File: src/rtl/reg_shift_sin_pout.sv
// Serial-in, parallel-out receiver: shifts in LSB-first frames framed by
// rx_frame, publishes each complete word on Dout with valid/overrun handshake.
module reg_shift_sin_pout #(
    parameter int WIDTH = 32
) (
    input  logic             clk,
    input  logic             reset,
    input  logic             din,
    input  logic             bit_en,
    input  logic             rx_frame,
    input  logic             p_read,
    output logic [WIDTH-1:0] Dout,
    output logic             rx_valid,
    output logic             rx_busy,
    output logic             rx_err,
    output logic             rx_overrun
);

    localparam int CW = $clog2(WIDTH + 1);
    localparam logic [CW-1:0] LAST_BIT = CW'(WIDTH - 1);

    typedef enum logic [1:0] {IDLE, RECV, HOLD} state_t;

    state_t           state;
    state_t           state_next;
    logic [WIDTH-1:0] shift;
    logic [WIDTH-1:0] shift_next;
    logic [CW-1:0]    bit_cnt;
    logic             din_s;
    logic             start;
    logic             capture;
    logic             word_done;
    logic             frame_abort;

    // Unknown samples resolve to 0 rather than propagating into the word.
    always_comb begin
        din_s = 1'b0;
        if (din) din_s = 1'b1;
    end

    assign start       = (state == IDLE) && bit_en && rx_frame;
    assign capture     = (state == RECV) && bit_en && rx_frame;
    assign word_done   = capture && (bit_cnt == LAST_BIT);
    assign frame_abort = (state == RECV) && bit_en && !rx_frame;
    assign rx_busy     = (state == RECV);

    always_comb begin
        shift_next = shift;
        for (int i = 0; i < WIDTH; i++) begin
            if (bit_cnt == CW'(i)) shift_next[i] = din_s;
        end
    end

    always_comb begin
        state_next = state;
        case (state)
            IDLE: if (start) state_next = RECV;
            RECV: begin
                if (word_done)        state_next = HOLD;
                else if (frame_abort) state_next = IDLE;
            end
            HOLD: if (bit_en && !rx_frame) state_next = IDLE;
            default: state_next = IDLE;
        endcase
    end

    always_ff @(posedge clk or negedge reset) begin
        if (!reset) state <= IDLE;
        else        state <= state_next;
    end

    always_ff @(posedge clk or negedge reset) begin
        if (!reset) begin
            shift   <= '0;
            bit_cnt <= '0;
        end else if (start) begin
            shift   <= WIDTH'(din_s);
            bit_cnt <= CW'(1);
        end else if (capture) begin
            shift   <= shift_next;
            bit_cnt <= word_done ? '0 : bit_cnt + CW'(1);
        end else if (frame_abort) begin
            bit_cnt <= '0;
        end
    end

    // A completing word wins over p_read for rx_valid; p_read wins for overrun.
    always_ff @(posedge clk or negedge reset) begin
        if (!reset) begin
            Dout       <= '0;
            rx_valid   <= 1'b0;
            rx_err     <= 1'b0;
            rx_overrun <= 1'b0;
        end else begin
            rx_err <= frame_abort;
            if (word_done) Dout <= shift_next;
            if (word_done)   rx_valid <= 1'b1;
            else if (p_read) rx_valid <= 1'b0;
            if (p_read)                      rx_overrun <= 1'b0;
            else if (word_done && rx_valid)  rx_overrun <= 1'b1;
        end
    end

endmodule
File: config.mk
export PLATFORM = sky130hd
export DESIGN_NAME = reg_shift_sin_pout
export DESIGN_NICKNAME = d
export VERILOG_FILES = /design/src/rtl/reg_shift_sin_pout.sv
export SDC_FILE = /design/constraint.sdc
export NUM_CORES = 1
export LEC_CHECK = 0
export ABC_CLOCK_PERIOD_IN_PS = 4100
export CAP_MARGIN = 20
export CORE_MARGIN = 2
export CORE_UTILIZATION = 60
export DETAILED_ROUTE_END_ITERATION = 10
export PLACE_DENSITY = 0.85
export REMOVE_ABC_BUFFERS = 1
export SYNTH_ARGS = -nofsm -noshare
export SYNTH_HDL_FRONTEND = slang
export SYNTH_SLANG_ARGS = --single-unit
File: constraint.sdc
create_clock -name clk -period 4.1 [get_ports clk]
set_clock_uncertainty 0.05 [all_clocks]
set_input_delay 0.41 -clock clk [delete_from_list [all_inputs] [get_ports clk]]
set_output_delay 0.41 -clock clk [all_outputs]
set_load 0.01 [all_outputs]
==> impl_metrics.tcl <==
set metrics [dict create \
    routed_wl_um 7720 \
    report.final.slew_viol_count 0 \
    power_switching_w 0.000347 \
    crit_type "flip-flop to flip-flop" \
    powerDensity_mw_per_mm2 331 \
    layout.nets 426 \
    htreeDepth 3 \
    grt_pass1_vias 2805 \
    ant_nets 0 \
    drive_gt1_share_pct 5.74 \
    cts_tree "yes" \
    pre_cts_slack_ns 1.18 \
    start_kind "flip-flop" \
    yosys_warnings 0 \
    synth-edff-count 0 \
    relSlewSlack_pct 27.9 \
    first_iter_violations 190 \
    synth_ff_type "dfrtp_1" \
    avgRoutedWirePerCell_um 15.6 \
    wl_met1_um 3430 \
    met2_wirelength_um 3710 \
    fin_crit_ns 2.61 \
    cts_max_path_buffers 2 \
    drv_cap 0 \
    rsz0062_at_grt "no" \
    power_frac_clock_pct 35.2 \
    grt_first_pass_wirelength_um 12900 \
    drc_errors 0 \
    fillers 461 \
    die_w_um 81.7 \
    holdWs_ns 0.449 \
    area_delta_synth_final_pct 15.6 \
    tns_ns 0 \
    worstMarginPinSlew_ns 1.08 \
    postSynthAreaPerCell_sq_um 9.31 \
    hold_viol 0 \
    synth_seq_cells 74 \
    port_buffers 41 \
    p_sw_share_pct 25.1 \
    grt_util_all_layers_pct 25.5 \
    via_per_inst 5.83 \
    seq_area_frac_synth_pct 51.1 \
    dieArea_sq_mm 0.00667 \
    die_h_um 81.7 \
    core_area_sq_mm 0.00589 \
    initial_core_util_pct 61.5 \
    path_clk_slew_ns 0.07 \
    p_leak_nw 2.03 \
    setup_viol 0 \
    power_w 0.00138 \
    vias 2873 \
    required_ns 4.31 \
    cts_buffers 9 \
    wl_met3_um 415 \
    place_area_sq_mm 0.00399 \
    syn_inst 389 \
    setup_ws_ns 1.49 \
    top_layer_used "met4" \
    grt_overflow_total 0 \
    hold_class "flip-flop to flip-flop" \
    crit_fanout 36 \
    fp-row-count 28 \
    max_freq_ghz 0.382 \
    cts_sinks 74 \
    synthDistinctLibCells 32 \
    post_cts_buffers 0 \
    finish.instance_area_sq_mm 0.00419 \
    outcome "completed" \
    gp_congestion 0.783 \
    cp.arrival_ns 2.83 \
    critPathCaptureType "flip-flop" \
    async_flop_share_pct 100 \
    ios 42 \
    internal-power_w 0.00104 \
    clk_latency_ns 0.34 \
    ir_drop_v 0.000196 \
    dr.pass1.iters 5 \
    combPwrFrac_pct 10.3 \
    grt_max_degree 49 \
    power_frac_seq_pct 54.5 \
    hpwl_um 4780 \
    cts_root_buffer "clkbuf_8" \
    antenna_found_initial 0 \
    syn_area_sq_mm 0.00362 \
    fin_crit_sh_pct 63.8 \
    num_antenna_cells 0 \
]
## layout by cell type (no fill, tap or decap), drive strengths merged
cell type | synthesis | routed
nor3 | 1 | 1
nand2 | 31 | 31
and3 | 1 | 1
o21ai | 52 | 52
a31oi | 1 | 1
a21oi | 66 | 66
clkbuf | 12 | 13
nor3b | 3 | 3
ha | 4 | 4
dfrtp | 74 | 74
nor2 | 37 | 37
dlygate4sd3 | 0 | 1
and2b | 1 | 1
and3b | 4 | 4
or3 | 1 | 1
o22a | 1 | 1
inv | 14 | 14
a21o | 1 | 1
nor2b | 6 | 6
and2 | 1 | 1
a22o | 1 | 1
buf | 20 | 7
clkdlybuf4s50 | 0 | 40
mux2i | 31 | 31
a311oi | 1 | 1
o22ai | 10 | 10
nand3 | 12 | 12
nand4b | 1 | 1
mux2 | 1 | 1
nand4 | 1 | 1
## metrics by stage
stage / instances / util, %
2_1_floorplan: 357 / -
3_3_place_gp: 477 / 67.8
3_5_place_dp: 477 / 67.8
4_1_cts: 490 / 70.5
5_1_grt: 493 / 71.2
6_report: 493 / 71.2
## repair_timing
action | in CTS | in global routing
endpoints found under the hold margin | 0 | 18
gates resized for setup | 0 | 0
hold buffers | 0 | 1
## metal layers
| metal | track usage (%) | up-vias |
|---|---|---|
| met3 | 3.63 | 15 |
| met2 | 41.6 | 92 |
| li1 | - | 1408 |
| met5 | 0 | - |
| met4 | 13.0 | 0 |
| met1 | 33.4 | 1358 |
## final timing paths
| kind | start | endpoint | slack (ns) | cells after the start |
|---|---|---|---|---|
| min | state[1] | state[0] | 0.45 | 1 |
| min in group asynchronous | reset | Dout[16] | 0.48 | 2 |
| max | bit_cnt[0] | Dout[28] | 1.49 | 6 |
| max in group asynchronous | reset | shift[11] | 2.61 | 4 |
| min reg2reg | state[1] | state[0] | 0.45 | 1 |
| max reg2reg | bit_cnt[0] | Dout[28] | 1.49 | 6 |
## worst max-delay path: stages (launching register included)
cell	delay, ns
dfrtp_1	0.47
ha_1	0.30
and3b_1	0.43
and3b_2	0.66
buf_4	0.40
nor2_1	0.07
a21oi_1	0.14
## cells in the mapped netlist, types with 2 or more instances
library cell	count	area share, %
ha_1	4	1.4
and3b_1	4	0.97
mux2i_1	31	8.6
o21ai_1	4	0.55
buf_2	17	2.3
nor2b_1	6	1.0
nand3_1	12	1.7
nand2_1	31	3.2
a21oi_1	66	9.1
dfrtp_1	74	51
nor2_1	37	3.8
o22ai_1	10	1.7
o21ai_0	48	6.6
nor3b_2	2	0.69
inv_1	14	1.5
buf_6	2	0.62
clkbuf_1	12	1.2
## final cells by class
class | instances | area [sq um] | share of cell area [%]
Tap cell | 75 | 93.8 | 2.24
Clock buffer | 13 | 159 | 3.79
Timing Repair Buffer | 48 | 473 | 11.3
Multi-Input combinational cell | 269 | 1560 | 37.2
Inverter | 14 | 52.6 | 1.25
Sequential cell | 74 | 1850 | 44.2
## power by group through the flow
| stage | clock network, W | registers [W] | logic, W |
|---|---|---|---|
| 6_report | 0.000488 | 0.000755 | 0.000142 |
| 5_1_grt | 0.000527 | 0.000756 | 0.000158 |
| 4_1_cts | 0.000493 | 0.000754 | 0.000138 |
| 3_5_place_dp | 0 | 0.000769 | 0.000137 |
| 3_3_place_gp | 0 | 0.000768 | 0.000132 |
| 2_1_floorplan | 0 | 0.000765 | 0.0000848 |
## logic make-up (layout without fill, tap and decap cells)
| logic type | Yosys count | after routing | synth area share, % |
|---|---|---|---|
| AOI/OAI and AO/OA | 133 | 133 | 19.1 |
| and+or+nand+nor | 100 | 100 | 13.6 |
| DFF | 74 | 74 | 51.1 |
| buffers and inverters | 46 | 75 | 5.87 |
| muxes | 32 | 32 | 8.88 |
| adders and majority gates | 4 | 4 | 1.38 |
## flip-flops by register name, summed over array words and instances, names as in the netlist
| signal | cells |
|---|---|
| Dout | 32 |
| bit_cnt | 6 |
| rx_err | 1 |
| rx_overrun | 1 |
| rx_valid | 1 |
| shift | 31 |
| state | 2 |
Note: power is estimated with default switching activity, not from simulation.
